## config.mk

```make
export PLATFORM = sky130hd
export DESIGN_NAME = sync_fifo_param_flat
export DESIGN_NICKNAME = d
export VERILOG_FILES = /design/src/rtl/sync_fifo_pkg.sv /design/src/rtl/sync_fifo_param_if.sv /design/src/rtl/fifo_mem.sv /design/src/rtl/sync_fifo_param.sv /design/src/flat_wrapper.sv
export SDC_FILE = /design/constraint.sdc
export NUM_CORES = 1
export LEC_CHECK = 0
export BUFFER_PORTS_ARGS = -buffer_cell sky130_fd_sc_hd__buf_2
export CORE_MARGIN = 1.5
export CORE_UTILIZATION = 58
export CTS_CLUSTER_DIAMETER = 60
export DETAILED_ROUTE_END_ITERATION = 8
export PLACE_DENSITY = 0.76
export RECOVER_POWER = 100
export SYNTH_ARGS = -nofsm -noshare
export SYNTH_HDL_FRONTEND = slang
export SYNTH_HIERARCHICAL = 1
export SYNTH_SLANG_ARGS = --single-unit
```

## constraint.sdc

```tcl
create_clock -name clk -period 4 [get_ports clk]
set_clock_uncertainty 0.2 [all_clocks]
set_input_delay 0.4 -clock clk [delete_from_list [all_inputs] [get_ports clk]]
set_output_delay 0.4 -clock clk [all_outputs]
set_load 0.03 [all_outputs]
```

## src/rtl/sync_fifo_pkg.sv

```systemverilog
// Shared constants and helpers for the parameterised synchronous FIFO.
package sync_fifo_pkg;

  localparam int DEF_DATA_W = 8;
  localparam int DEF_DEPTH  = 8;

  // Address width for a power-of-two depth; never narrower than one bit.
  function automatic int ptr_w(input int depth);
    return (depth < 2) ? 1 : $clog2(depth);
  endfunction

endpackage

```

## src/rtl/sync_fifo_param_if.sv

```systemverilog
// Write/read handshake, status flags and error flags of the FIFO as one bundle.
interface sync_fifo_param_if #(
  parameter int DATA_W = 8,
  parameter int DEPTH  = 8
);

  localparam int LW = $clog2(DEPTH) + 1;

  // A write is taken when wr_en is high and full is low; a read is taken when
  // rd_en is high and empty is low. Read data follows one cycle later,
  // qualified by a single-cycle rd_valid pulse.
  logic              wr_en;
  logic [DATA_W-1:0] din;
  logic              rd_en;
  logic [DATA_W-1:0] dout;
  logic              rd_valid;
  logic              flush;
  logic              clr_err;
  logic              full;
  logic              empty;
  logic              almost_full;
  logic              almost_empty;
  logic [LW-1:0]     level;
  logic              overflow;
  logic              underflow;

  modport master (
    output wr_en, din, rd_en, flush, clr_err,
    input  dout, rd_valid, full, empty, almost_full, almost_empty,
           level, overflow, underflow
  );

  modport slave (
    input  wr_en, din, rd_en, flush, clr_err,
    output dout, rd_valid, full, empty, almost_full, almost_empty,
           level, overflow, underflow
  );

endinterface

```

## src/rtl/fifo_mem.sv

```systemverilog
// Storage array: one synchronous write port and one registered read port.
module fifo_mem #(
  parameter int DATA_W = 8,
  parameter int DEPTH  = 8,
  parameter int AW     = 3
) (
  input  logic              clk,
  input  logic              reset,
  input  logic              we,
  input  logic [AW-1:0]     waddr,
  input  logic [DATA_W-1:0] wdata,
  input  logic              re,
  input  logic [AW-1:0]     raddr,
  output logic [DATA_W-1:0] rdata
);

  logic [DATA_W-1:0] mem [DEPTH];

  // The array itself carries no reset; only the output register does.
  always_ff @(posedge clk) begin
    if (we) mem[waddr] <= wdata;
  end

  always_ff @(posedge clk or posedge reset) begin
    if (reset)   rdata <= '0;
    else if (re) rdata <= mem[raddr];
  end

endmodule

```

## src/rtl/sync_fifo_param.sv

```systemverilog
// Synchronous FIFO control: pointers, occupancy, status and sticky error flags.
module sync_fifo_param
  import sync_fifo_pkg::*;
#(
  parameter int DATA_W    = DEF_DATA_W,
  parameter int DEPTH     = DEF_DEPTH,
  parameter int AF_THRESH = DEPTH - 2,
  parameter int AE_THRESH = 2
) (
  input logic               clk,
  input logic               reset,
  sync_fifo_param_if.slave  bus
);

  localparam int AW = ptr_w(DEPTH);
  localparam int LW = $clog2(DEPTH) + 1;

  if ((DEPTH < 2) || ((DEPTH & (DEPTH - 1)) != 0)) begin : g_bad_depth
    $error("sync_fifo_param: DEPTH must be a power of two >= 2");
  end
  if (AF_THRESH > DEPTH) begin : g_bad_af
    $error("sync_fifo_param: AF_THRESH must not exceed DEPTH");
  end
  if (AE_THRESH >= DEPTH) begin : g_bad_ae
    $error("sync_fifo_param: AE_THRESH must be below DEPTH");
  end

  logic [AW-1:0] wr_ptr;
  logic [AW-1:0] rd_ptr;
  logic [LW-1:0] level;
  logic          rd_valid;
  logic          overflow;
  logic          underflow;
  logic          full;
  logic          empty;
  logic          wr_acc;
  logic          rd_acc;

  assign full  = (level == LW'(DEPTH));
  assign empty = (level == '0);

  // Flush overrides any same-cycle transfer, so it gates both accepts.
  assign wr_acc = bus.wr_en && !full  && !bus.flush;
  assign rd_acc = bus.rd_en && !empty && !bus.flush;

  always_ff @(posedge clk or posedge reset) begin
    if (reset) begin
      wr_ptr   <= '0;
      rd_ptr   <= '0;
      level    <= '0;
      rd_valid <= 1'b0;
    end else if (bus.flush) begin
      wr_ptr   <= '0;
      rd_ptr   <= '0;
      level    <= '0;
      rd_valid <= 1'b0;
    end else begin
      rd_valid <= rd_acc;
      if (wr_acc) wr_ptr <= wr_ptr + 1'b1;
      if (rd_acc) rd_ptr <= rd_ptr + 1'b1;
      case ({wr_acc, rd_acc})
        2'b10:   level <= level + 1'b1;
        2'b01:   level <= level - 1'b1;
        default: level <= level;
      endcase
    end
  end

  // Clearing wins over a same-cycle set; a flush cycle leaves the flags alone.
  always_ff @(posedge clk or posedge reset) begin
    if (reset) begin
      overflow  <= 1'b0;
      underflow <= 1'b0;
    end else if (bus.clr_err) begin
      overflow  <= 1'b0;
      underflow <= 1'b0;
    end else if (!bus.flush) begin
      if (bus.wr_en && full)  overflow  <= 1'b1;
      if (bus.rd_en && empty) underflow <= 1'b1;
    end
  end

  fifo_mem #(
    .DATA_W (DATA_W),
    .DEPTH  (DEPTH),
    .AW     (AW)
  ) u_mem (
    .clk    (clk),
    .reset  (reset),
    .we     (wr_acc),
    .waddr  (wr_ptr),
    .wdata  (bus.din),
    .re     (rd_acc),
    .raddr  (rd_ptr),
    .rdata  (bus.dout)
  );

  assign bus.rd_valid     = rd_valid;
  assign bus.full         = full;
  assign bus.empty        = empty;
  assign bus.almost_full  = (level >= LW'(AF_THRESH));
  assign bus.almost_empty = (level <= LW'(AE_THRESH));
  assign bus.level        = level;
  assign bus.overflow     = overflow;
  assign bus.underflow    = underflow;

endmodule
```

## src/flat_wrapper.sv

```systemverilog
// flat-port wrapper written by rule: the top's interface ports become plain ports
module sync_fifo_param_flat import sync_fifo_pkg::*;
#(
  parameter int DATA_W    = DEF_DATA_W,
  parameter int DEPTH     = DEF_DEPTH,
  parameter int AF_THRESH = DEPTH - 2,
  parameter int AE_THRESH = 2
)
  (clk, reset, bus_wr_en, bus_din, bus_rd_en, bus_flush, bus_clr_err, bus_dout, bus_rd_valid, bus_full, bus_empty, bus_almost_full, bus_almost_empty, bus_level, bus_overflow, bus_underflow);
  sync_fifo_param_if #(.DATA_W(DATA_W), .DEPTH(DEPTH)) bus_i ();
  input logic clk;
  input logic reset;
  input wire logic [$bits(bus_i.wr_en)-1:0] bus_wr_en;
  input wire logic [$bits(bus_i.din)-1:0] bus_din;
  input wire logic [$bits(bus_i.rd_en)-1:0] bus_rd_en;
  input wire logic [$bits(bus_i.flush)-1:0] bus_flush;
  input wire logic [$bits(bus_i.clr_err)-1:0] bus_clr_err;
  output wire logic [$bits(bus_i.dout)-1:0] bus_dout;
  output wire logic [$bits(bus_i.rd_valid)-1:0] bus_rd_valid;
  output wire logic [$bits(bus_i.full)-1:0] bus_full;
  output wire logic [$bits(bus_i.empty)-1:0] bus_empty;
  output wire logic [$bits(bus_i.almost_full)-1:0] bus_almost_full;
  output wire logic [$bits(bus_i.almost_empty)-1:0] bus_almost_empty;
  output wire logic [$bits(bus_i.level)-1:0] bus_level;
  output wire logic [$bits(bus_i.overflow)-1:0] bus_overflow;
  output wire logic [$bits(bus_i.underflow)-1:0] bus_underflow;
  assign bus_i.wr_en = bus_wr_en;
  assign bus_i.din = bus_din;
  assign bus_i.rd_en = bus_rd_en;
  assign bus_i.flush = bus_flush;
  assign bus_i.clr_err = bus_clr_err;
  assign bus_dout = bus_i.dout;
  assign bus_rd_valid = bus_i.rd_valid;
  assign bus_full = bus_i.full;
  assign bus_empty = bus_i.empty;
  assign bus_almost_full = bus_i.almost_full;
  assign bus_almost_empty = bus_i.almost_empty;
  assign bus_level = bus_i.level;
  assign bus_overflow = bus_i.overflow;
  assign bus_underflow = bus_i.underflow;
  sync_fifo_param #(.DATA_W(DATA_W), .DEPTH(DEPTH), .AF_THRESH(AF_THRESH), .AE_THRESH(AE_THRESH)) u_core (.clk(clk), .reset(reset), .bus(bus_i));
endmodule
```

==> flow_summary.ini <==
[layout]
syn2layout_area_growth_pct = 9.89
nNetsFinal = 301
antenna_cells = 0
instances_no_fill = 362
final_util_pct = 66.6
finalInstanceArea_um2 = 3990
fill_cells = 435
drive_above_1_share_pct = 7.67

[floorplan]
core_area_um2 = 5990
io_pins = 33
dieHeight_um = 82.1
die_x_um = 82.1
floorplan.rows = 28
dieArea_um2 = 6750
initial_utilization_pct = 60.6

[power_and_ir_drop]
ir_drop_v = 0.000316
p_per_area_nw_per_um2 = 559
p_leak_nw = 1.46
p_total_mw = 2.23

[synthesis]
synthCells = 246
synth_area_leaders = edfxtp_1 (53%), dfrtp_1 (14%), mux2i_1 (7.4%), nor2b_1 (3.1%), a41o_1 (2.2%)
synth_compound_area_share_pct = 8.96
yosys_warnings = 6
synth_edf_count = 64
yosys.area.top_type = edfxtp_1
synth_ff_type = edfxtp_1
async_flop_share_pct = 24.7
synthDistinctLibCells = 40
synthSimpleGateAreaFrac_pct = 9.89
synthAdderAreaFrac_pct = 1.93
syn_area_um2 = 3630
synth_most_common_cell = edfxtp_1
synth-seq-cells = 85
muxShareOfSynthArea_pct = 7.75
syn_nets = 265
synth_top_cell_area_share_pct = 52.9
synth_top_family_by_area = simple AND/OR/NAND/NOR gates
syn_area_per_cell_um2 = 14.8
synthXorXnorAreaFrac_pct = 1.21
synth_sequential_area_ratio_pct = 67.4
synth_common_cells = edfxtp_1 (64), mux2i_1 (27), dfrtp_1 (21)

[sta]
worst_pin_slew_ps = 1110
period_share_pct = 79.9
hold_violations = 0
layout_setup_ws_ps = 802
maxSlewHeadroom_pct = 24.9
tns_ps = 0
min_period_ps = 3200
final_max_slew_viol_count = 0
fmax_mhz = 313
rsz0062_at_grt = no
worst_hold_slack_ps = 161
setup_viol = 0

[drt]
vias_per_cell = 5.81
dr.pass1.iters = 4
routedWlPerCell_um = 18.7
drtAntennaViolNets = 0
drcViolationCount = 0
routed_wl_um = 6760
drtIter0Drc = 244
vias = 2105

[hold_path]
holdCritStartpoint = bus_rd_en
min_to = u_core/bus.underflow
hold_class = input pin to flip-flop
hold-path-cell-count = 3

[global_routing]
grt_max_degree = 43
grt_pass1_wl_um = 10300
grt_remaining_overflow = 0
grt_use_total_pct = 22.0
antenna_found_initial = 0
grt_pass1_vias = 1991

[setup_path]
slowest_stage = or4b_1
arrival_ps = 3230
cp_common_cell = or4b_1
path_max_fanout = 9
timing.rr.start = u_core/bus.level[0]
critPathCaptureType = flip-flop
timing.rr.end = u_core/bus.level[3]
reg2reg_slack_ps = 800
slowest_delay_ps = 730
path_class = flip-flop to flip-flop
crit_chain = or4b_1, a211oi_4, ha_1, a21oi_1, nand2_1, or4b_1, o311ai_0
required_ps = 4030
cp-start-kind = flip-flop
r2r_cells = 7

[place]
placed_cells = 344
port_buffers = 32
place_ws_ps = 845
place_hpwl_um = 4340
post_dp_cell_area_um2 = 3820
gp_congestion = 0.809

[clock_tree]
clock-sinks = 85
cts-root-buf = clkbuf_8
cts_buffer_depth = 2
clk_pin_slew_ps = 80
htree_levels = 3
cts_buffers = 9
clkLatencyLatePin_ps = 340
cts_tree = yes

[flow_run]
cap_viol_max_count = 0

[status]
status = complete, no violations
[per-layer routing]
layer	vias to the layer above	GRT usage [%]	part of all wire, %
li1	1003	-	-
met1	1038	32.5	46
met2	54	32.3	47
met3	10	3.74	5.3
met4	0	9.66	1.5
met5	-	0	0
[area by class of cell]
| cell class | count | area [um2] | area share, % |
|---|---|---|---|
| multi-input cells | 144 | 1070 | 26.9 |
| clock buffers | 11 | 141 | 3.54 |
| well taps | 75 | 93.8 | 2.35 |
| flip-flops and latches | 85 | 2450 | 61.3 |
| clock inverters | 5 | 58.8 | 1.47 |
| repair buffers | 37 | 156 | 3.92 |
| inverters | 5 | 18.8 | 0.470 |
[repair_timing]
item                                    4_1_cts  5_1_grt
hold endpoints to repair                     23        0
gates resized for setup                       0        0
setup buffers                                 0        0
hold buffers                                  2        0
endpoints found under the setup margin        0        0
[worst max-delay path by stage]
stage                        start             endpoint  slack [ps]  cells past startpoint
6_report       u_core/bus.level[0]  u_core/bus.level[3]         800                      7
5_1_grt        u_core/bus.level[1]  u_core/bus.level[3]         620                      7
4_1_cts        u_core/bus.level[0]  u_core/bus.level[3]         820                      7
3_5_place_dp   u_core/bus.level[0]  u_core/bus.level[3]         840                      7
3_3_place_gp   u_core/bus.level[0]  u_core/bus.level[3]         910                      7
2_1_floorplan  u_core/bus.level[0]  u_core/bus.level[3]         840                      7
[layout by cell type (no fill, tap or decap), types with 3 or more instances in the layout]
cell / count
xor2_1: 3
ha_1: 4
a41o_1: 8
nor2_1: 17
clkbuf_8: 10
nor2b_1: 18
a22oi_1: 8
a211o_1: 8
nand2_1: 7
clkbuf_1: 32
a21oi_1: 4
buf_2: 4
nand3_1: 11
mux2i_1: 27
inv_1: 5
nand2b_1: 5
dfrtp_1: 20
edfxtp_1: 64
[kinds of logic (layout without fill, tap and decap cells)]
group | count (synthesis) | count (layout)
xor gates and xnor gates | 5 | 5
adders and majority gates | 5 | 5
buffers and inverters | 17 | 58
DFF | 85 | 85
muxes | 28 | 28
and+or+nand+nor | 67 | 67
AOI/OAI and AO/OA | 39 | 39
[flip-flops by register name, summed over array words and instances (netlist names)]
signal,cells
u_core/bus.underflow,1
u_core/u_mem/mem,64
u_core/bus.rd_valid,1
u_core/wr_ptr,3
u_core/bus.overflow,1
u_core/rd_ptr,3
u_core/u_mem/rdata,8
u_core/bus.level,4
[critical path, delay by kind of cell, from the launching register on]
family	cells	cell delay [ps]
AND/OR/NAND/NOR	3	1320
AO/OA/AOI/OAI	3	760
flip-flops	1	480
adder cells (fa/ha/maj)	1	330
[power breakdown]
part / leakage, nW / internal, mW / switching [mW] / total [mW]
registers: 0.852 / 1.02 / 0.109 / 1.13
clock network: 0.0959 / 0.307 / 0.298 / 0.605
logic: 0.509 / 0.187 / 0.313 / 0.500
total: 1.46 / 1.51 / 0.719 / 2.23
Power figures use the tool's default switching activity.
